File: src/rtl/riscv_pkg.sv
// Shared types and constants for the integer pipeline: ALU ops, result sources, forward selects.
package riscv_pkg;

    localparam int unsigned XLEN   = 32;
    localparam int unsigned REG_AW = 5;

    typedef enum logic [2:0] {
        AluAdd = 3'b000,
        AluSub = 3'b001,
        AluAnd = 3'b010,
        AluOr  = 3'b011,
        AluSlt = 3'b101
    } alu_op_e;

    typedef enum logic [1:0] {
        ResAlu  = 2'b00,
        ResLoad = 2'b01,
        ResPc4  = 2'b10
    } result_src_e;

    typedef enum logic [1:0] {
        FwdReg = 2'b00,
        FwdMem = 2'b01,
        FwdWb  = 2'b10
    } fwd_sel_e;

endpackage

File: src/rtl/forward_unit.sv
// Picks the freshest value for one source register: MEM result, then WB result, else held read data.
module forward_unit
    import riscv_pkg::*;
#(
    parameter int unsigned XLEN   = 32,
    parameter int unsigned REG_AW = 5
) (
    input  logic [REG_AW-1:0] rs_i,
    input  logic [XLEN-1:0]   reg_data_i,
    input  logic [REG_AW-1:0] mem_rd_i,
    input  logic              mem_regwrite_i,
    input  logic [XLEN-1:0]   mem_data_i,
    input  logic [REG_AW-1:0] wb_rd_i,
    input  logic              wb_regwrite_i,
    input  logic [XLEN-1:0]   wb_data_i,
    output fwd_sel_e          sel_o,
    output logic [XLEN-1:0]   data_o
);

    logic rs_nonzero;
    assign rs_nonzero = (rs_i != '0);

    always_comb begin
        sel_o  = FwdReg;
        data_o = reg_data_i;
        if (rs_nonzero && mem_regwrite_i && (mem_rd_i == rs_i)) begin
            sel_o  = FwdMem;
            data_o = mem_data_i;
        end else if (rs_nonzero && wb_regwrite_i && (wb_rd_i == rs_i)) begin
            sel_o  = FwdWb;
            data_o = wb_data_i;
        end
    end

endmodule

File: src/rtl/ex_operand_stage.sv
// ID->EX register: holds one decoded instruction, forwards MEM/WB results into the ALU operands,
// stalls on load-use and drops work on a branch flush.
module ex_operand_stage
    import riscv_pkg::*;
#(
    parameter int unsigned XLEN   = 32,
    parameter int unsigned REG_AW = 5
) (
    input  logic              clk,
    input  logic              reset,
    input  logic              IdValid,
    output logic              IdReady,
    input  logic [XLEN-1:0]   IdRD1,
    input  logic [XLEN-1:0]   IdRD2,
    input  logic [XLEN-1:0]   IdImmExt,
    input  logic [REG_AW-1:0] IdRs1,
    input  logic [REG_AW-1:0] IdRs2,
    input  logic [REG_AW-1:0] IdRd,
    input  logic              IdUsesRs2,
    input  logic              IdALUSrc,
    input  logic [2:0]        IdALUControl,
    input  logic              IdRegWrite,
    input  logic [1:0]        IdResultSrc,
    input  logic              Flush,
    input  logic [REG_AW-1:0] MemRd,
    input  logic              MemRegWrite,
    input  logic [XLEN-1:0]   MemALUResult,
    input  logic [REG_AW-1:0] WbRd,
    input  logic              WbRegWrite,
    input  logic [XLEN-1:0]   WbResult,
    output logic              ExValid,
    input  logic              ExReady,
    output logic [2:0]        ALUControl,
    output logic [XLEN-1:0]   SrcA,
    output logic [XLEN-1:0]   SrcB,
    output logic [XLEN-1:0]   ExWriteData,
    output logic [REG_AW-1:0] ExRd,
    output logic              ExRegWrite,
    output logic [1:0]        ExResultSrc
);

    logic              valid_q;
    logic [XLEN-1:0]   rd1_q, rd2_q, imm_q;
    logic [REG_AW-1:0] rs1_q, rs2_q, rd_q;
    logic              alusrc_q, regwrite_q;
    logic [2:0]        aluctl_q;
    logic [1:0]        resultsrc_q;

    fwd_sel_e          fwd_sel_a, fwd_sel_b;
    logic [XLEN-1:0]   fwd_a, fwd_b;
    logic              advance, load_use;

    forward_unit #(.XLEN(XLEN), .REG_AW(REG_AW)) u_fwd_a (
        .rs_i           (rs1_q),
        .reg_data_i     (rd1_q),
        .mem_rd_i       (MemRd),
        .mem_regwrite_i (MemRegWrite),
        .mem_data_i     (MemALUResult),
        .wb_rd_i        (WbRd),
        .wb_regwrite_i  (WbRegWrite),
        .wb_data_i      (WbResult),
        .sel_o          (fwd_sel_a),
        .data_o         (fwd_a)
    );

    forward_unit #(.XLEN(XLEN), .REG_AW(REG_AW)) u_fwd_b (
        .rs_i           (rs2_q),
        .reg_data_i     (rd2_q),
        .mem_rd_i       (MemRd),
        .mem_regwrite_i (MemRegWrite),
        .mem_data_i     (MemALUResult),
        .wb_rd_i        (WbRd),
        .wb_regwrite_i  (WbRegWrite),
        .wb_data_i      (WbResult),
        .sel_o          (fwd_sel_b),
        .data_o         (fwd_b)
    );

    assign advance  = !valid_q || ExReady;
    assign load_use = valid_q && (resultsrc_q == ResLoad) && (rd_q != '0) && IdValid &&
                      ((IdRs1 == rd_q) || (IdUsesRs2 && (IdRs2 == rd_q)));
    assign IdReady  = advance && !load_use && !Flush;

    always_ff @(posedge clk) begin
        if (reset) begin
            valid_q     <= 1'b0;
            rd1_q       <= '0;
            rd2_q       <= '0;
            imm_q       <= '0;
            rs1_q       <= '0;
            rs2_q       <= '0;
            rd_q        <= '0;
            alusrc_q    <= 1'b0;
            regwrite_q  <= 1'b0;
            aluctl_q    <= '0;
            resultsrc_q <= '0;
        end else if (Flush) begin
            valid_q <= 1'b0;
        end else if (advance && load_use) begin
            valid_q <= 1'b0;
        end else if (advance && IdValid) begin
            valid_q     <= 1'b1;
            rd1_q       <= IdRD1;
            rd2_q       <= IdRD2;
            imm_q       <= IdImmExt;
            rs1_q       <= IdRs1;
            rs2_q       <= IdRs2;
            rd_q        <= IdRd;
            alusrc_q    <= IdALUSrc;
            regwrite_q  <= IdRegWrite;
            aluctl_q    <= IdALUControl;
            resultsrc_q <= IdResultSrc;
        end else if (advance) begin
            valid_q <= 1'b0;
        end else begin
            // Stalled while full: capture producers now, they may retire before we issue.
            if (fwd_sel_a != FwdReg) rd1_q <= fwd_a;
            if (fwd_sel_b != FwdReg) rd2_q <= fwd_b;
        end
    end

    assign ExValid     = valid_q;
    assign ALUControl  = aluctl_q;
    assign SrcA        = fwd_a;
    assign SrcB        = alusrc_q ? imm_q : fwd_b;
    assign ExWriteData = fwd_b;
    assign ExRd        = rd_q;
    assign ExRegWrite  = regwrite_q;
    assign ExResultSrc = resultsrc_q;

endmodule

File: config.mk
export PLATFORM = sky130hd
export DESIGN_NAME = ex_operand_stage
export DESIGN_NICKNAME = d
export VERILOG_FILES = /design/src/rtl/riscv_pkg.sv /design/src/rtl/forward_unit.sv /design/src/rtl/ex_operand_stage.sv
export SDC_FILE = /design/constraint.sdc
export NUM_CORES = 1
export LEC_CHECK = 0
export ABC_AREA = 1
export CAP_MARGIN = 15
export CELL_PAD_IN_SITES_DETAIL_PLACEMENT = 0
export CELL_PAD_IN_SITES_GLOBAL_PLACEMENT = 1
export CORE_MARGIN = 10
export CORE_UTILIZATION = 32
export CTS_CLUSTER_SIZE = 30
export DETAILED_ROUTE_END_ITERATION = 12
export GPL_TIMING_DRIVEN = 0
export PLACE_DENSITY = 0.89
export SLEW_MARGIN = 20
export SYNTH_ARGS = -nofsm -noshare
export SYNTH_HDL_FRONTEND = slang
export SYNTH_SLANG_ARGS = --single-unit
File: constraint.sdc
create_clock -name clk -period 3.09 [get_ports clk]
set_input_delay 0.618 -clock clk [delete_from_list [all_inputs] [get_ports clk]]
set_output_delay 0.618 -clock clk [all_outputs]
set_load 0.05 [all_outputs]
==> results by group <==
Flow run
  • Max Cap Viol: 0

Finish
  • Share of layout cells above drive strength 1: 0.178
  • Layout area overhead: 58.1%
  • Commonest non-fill, non-tap cells in the layout: nand2_1 (503), nor2_1 (216), nand3_1 (200)
  • Commonest non-fill, non-tap cell in the layout: nand2_1
  • Fillers: 2,784
  • Area occupied by multi-input gates: 0.00531 mm²
  • Finished Core Util: 0.515
  • Register area: 0.00238 mm²
  • Final nets: 2,113

Floorplanning
  • CORE AREA: 0.0261 mm²
  • Die Y: 183 µm
  • Num ports: 309
  • Die area: 0.0334 mm²
  • Row count: 59
  • Die Wd: 183 µm
  • Initial Util: 0.326

Detailed routing
  • Post-DRT Antenna Nets: 0
  • Total Routed Length: 40,100 µm
  • Drc violations: 0
  • Via count: 10,800
  • DR pass1 iterations: 5
  • Iter 0 DRT Violations: 760
  • Vias per Instance: 4.77
  • Routed WL per cell: 17.7 µm

Global route
  • Congestion Overflow GR: 0
  • Initial antenna violation count: 5
  • First-pass GRT wire length: 60,400 µm
  • Vias in the first global route: 10,800
  • Largest net degree at the start of global routing: 17
  • Overall Global Routing Usage: 0.229

Clock network
  • Clk root buf: clkbuf_16
  • H-tree levels: 4
  • Num CTS Buffers: 17
  • Clk buf depth: 2
  • CTS clk-pin slew, worst paths: 0.06 ns
  • TritonCTS clock tree: yes
  • Clk sinks: 119
  • Worst skew pair latency: 0.42 ns

STA
  • Worst Max-Slew Pin Slew: 1.05 ns
  • Final hold vios: 0
  • Fin Hold WS: 0.460 ns
  • Peak Freq: 336 MHz
  • Final Setup Violations: 0
  • Setup Skew: 0.0117 ns
  • Period utilization: 0.962
  • Rel. slew slack: 0.300
  • Slew Limit Fails: 0
  • Crit path time final: 2.97 ns

Setup path
  • Critical Path Fanout Max: 10
  • Worst Setup Start Kind: input pin
  • WP data required: 2.47 ns
  • Setup CP Type: in2out
  • Crit path capture type: output pin
  • WP data arrival: 2.36 ns

Pwr
  • Leak: 6.74 nW
  • Max VDD drop: 252 µV
  • Pwr dens: 412 mW/mm²

Yosys
  • Yosys warns: 0
  • Post-synthesis cell type count: 25
  • Seq cells post-synth: 119
  • Gate Count Post-Synth: 1,557
  • Syn avg cell area: 5.45 µm²
  • Mapped Nets: 1,757
  • Synth Cell Area: 0.00848 mm²
  • Post-synthesis sequential area ratio: 0.281

Run status
  • Status: complete, no violations

Placement
  • RD Place Congestion: 0.879
  • Port buffer count: 307
  • Post-DP HPWL: 30,700 µm

Min path
  • Worst min path class: reg2reg
[cells by family after synthesis]
group / Yosys count / share of synthesized area
AOI/OAI and AO/OA: 90 / 0.0534
xor gates and xnor gates: 6 / 0.00619
buffers and inverters: 304 / 0.147
DFF: 119 / 0.281
and+or+nand+nor: 1038 / 0.512
[routing by layer]
metal,wire [µm],part of all wire,global-route usage
met1,17200,0.43,0.278
met2,19300,0.48,0.391
met3,2850,0.071,0.0559
met4,731,0.018,0.0694
met5,0,0,0
[worst max-delay path: stages]
cell and delay [ns]:
dlygate4sd2_1 0.33, inv_2 0.07, nand2_1 0.07, nand3_1 0.11, nor2_4 0.12, buf_12 0.15, clkbuf_4 0.22, nand3_2 0.11
nand3_4 0.10, nand2_4 0.08, o21ai_2 0.17, buf_6 0.20
[what timing repair did]
item	4_1_cts	5_1_grt
hold buffers	0	0
cloned	3	3
setup endpoints to repair	97	95
gates resized for setup	681	101
pin swaps	18	34
buffers inserted	18	8
[report_power, final]
| group | total (mW) | switching, mW | internal [mW] |
|---|---|---|---|
| logic | 1.78 | 1.11 | 0.672 |
| registers | 1.69 | 0.0599 | 1.63 |
| clock network | 2.06 | 0.773 | 1.29 |
| total | 5.53 | 1.94 | 3.59 |
[path summary, 6_finish.rpt]
path / cells after the start / to / from / slack [ns]
min reg2reg: 2 / imm_q[23] / imm_q[23] / 0.46
max reg2reg: 8 / rd2_q[18] / ExValid / 0.61
min: 2 / imm_q[23] / imm_q[23] / 0.46
max: 12 / SrcB[12] / WbRd[4] / 0.12
[registers in the layout, summed over array words and instances (netlist names)]
name and cells:
rs2_q 5, ExValid 1, rd1_q 32, ALUControl 3, rd2_q 32, alusrc_q 1
rs1_q 5, ExRegWrite 1, ExResultSrc 2, imm_q 32, ExRd 5
[synth_stat cells, drive strengths merged]
cell type,instances,area (µm²)
inv,201,754
dfxtp,119,2380
nand4,36,225
buf,71,377
nand3b,1,7.51
a21oi,57,285
nand3,225,1140
nand2,549,2090
o21ai,32,160
or2,1,6.26
nor2,226,871
o211ai,1,7.51
clkbuf,31,116
clkinv,1,3.75
xnor2,6,52.6
[cell type report]
class	count	area share
Tap cell	335	0.0312
Buffer	100	0.0451
Antenna cell	5	0.000933
Clock buffer	24	0.0374
Inverter	202	0.0573
Timing Repair Buffer	339	0.247
Clock inverter	7	0.00690
Sequential cell	119	0.178
Multi-Input combinational cell	1134	0.396
[through the flow]
| stage | area [µm²] | power [mW] | TNS (ns) | setup slack [ns] | cells |
|---|---|---|---|---|---|
| finish | 13400 | 5.53 | 0 | 0.116 | 2265 |
| global route | 13400 | 5.76 | -0.0126 | -0.0126 | 2264 |
| CTS | 12900 | 5.49 | -0.152 | -0.0420 | 2251 |
| detailed placement | 12000 | 3.40 | -84.52 | -0.992 | 2199 |
| global placement | 12000 | 3.40 | -85.46 | -0.999 | 2199 |
| floorplan | 8480 | 2.68 | 0 | 0.145 | 1557 |
No activity file was read; power rests on OpenSTA's default activity.
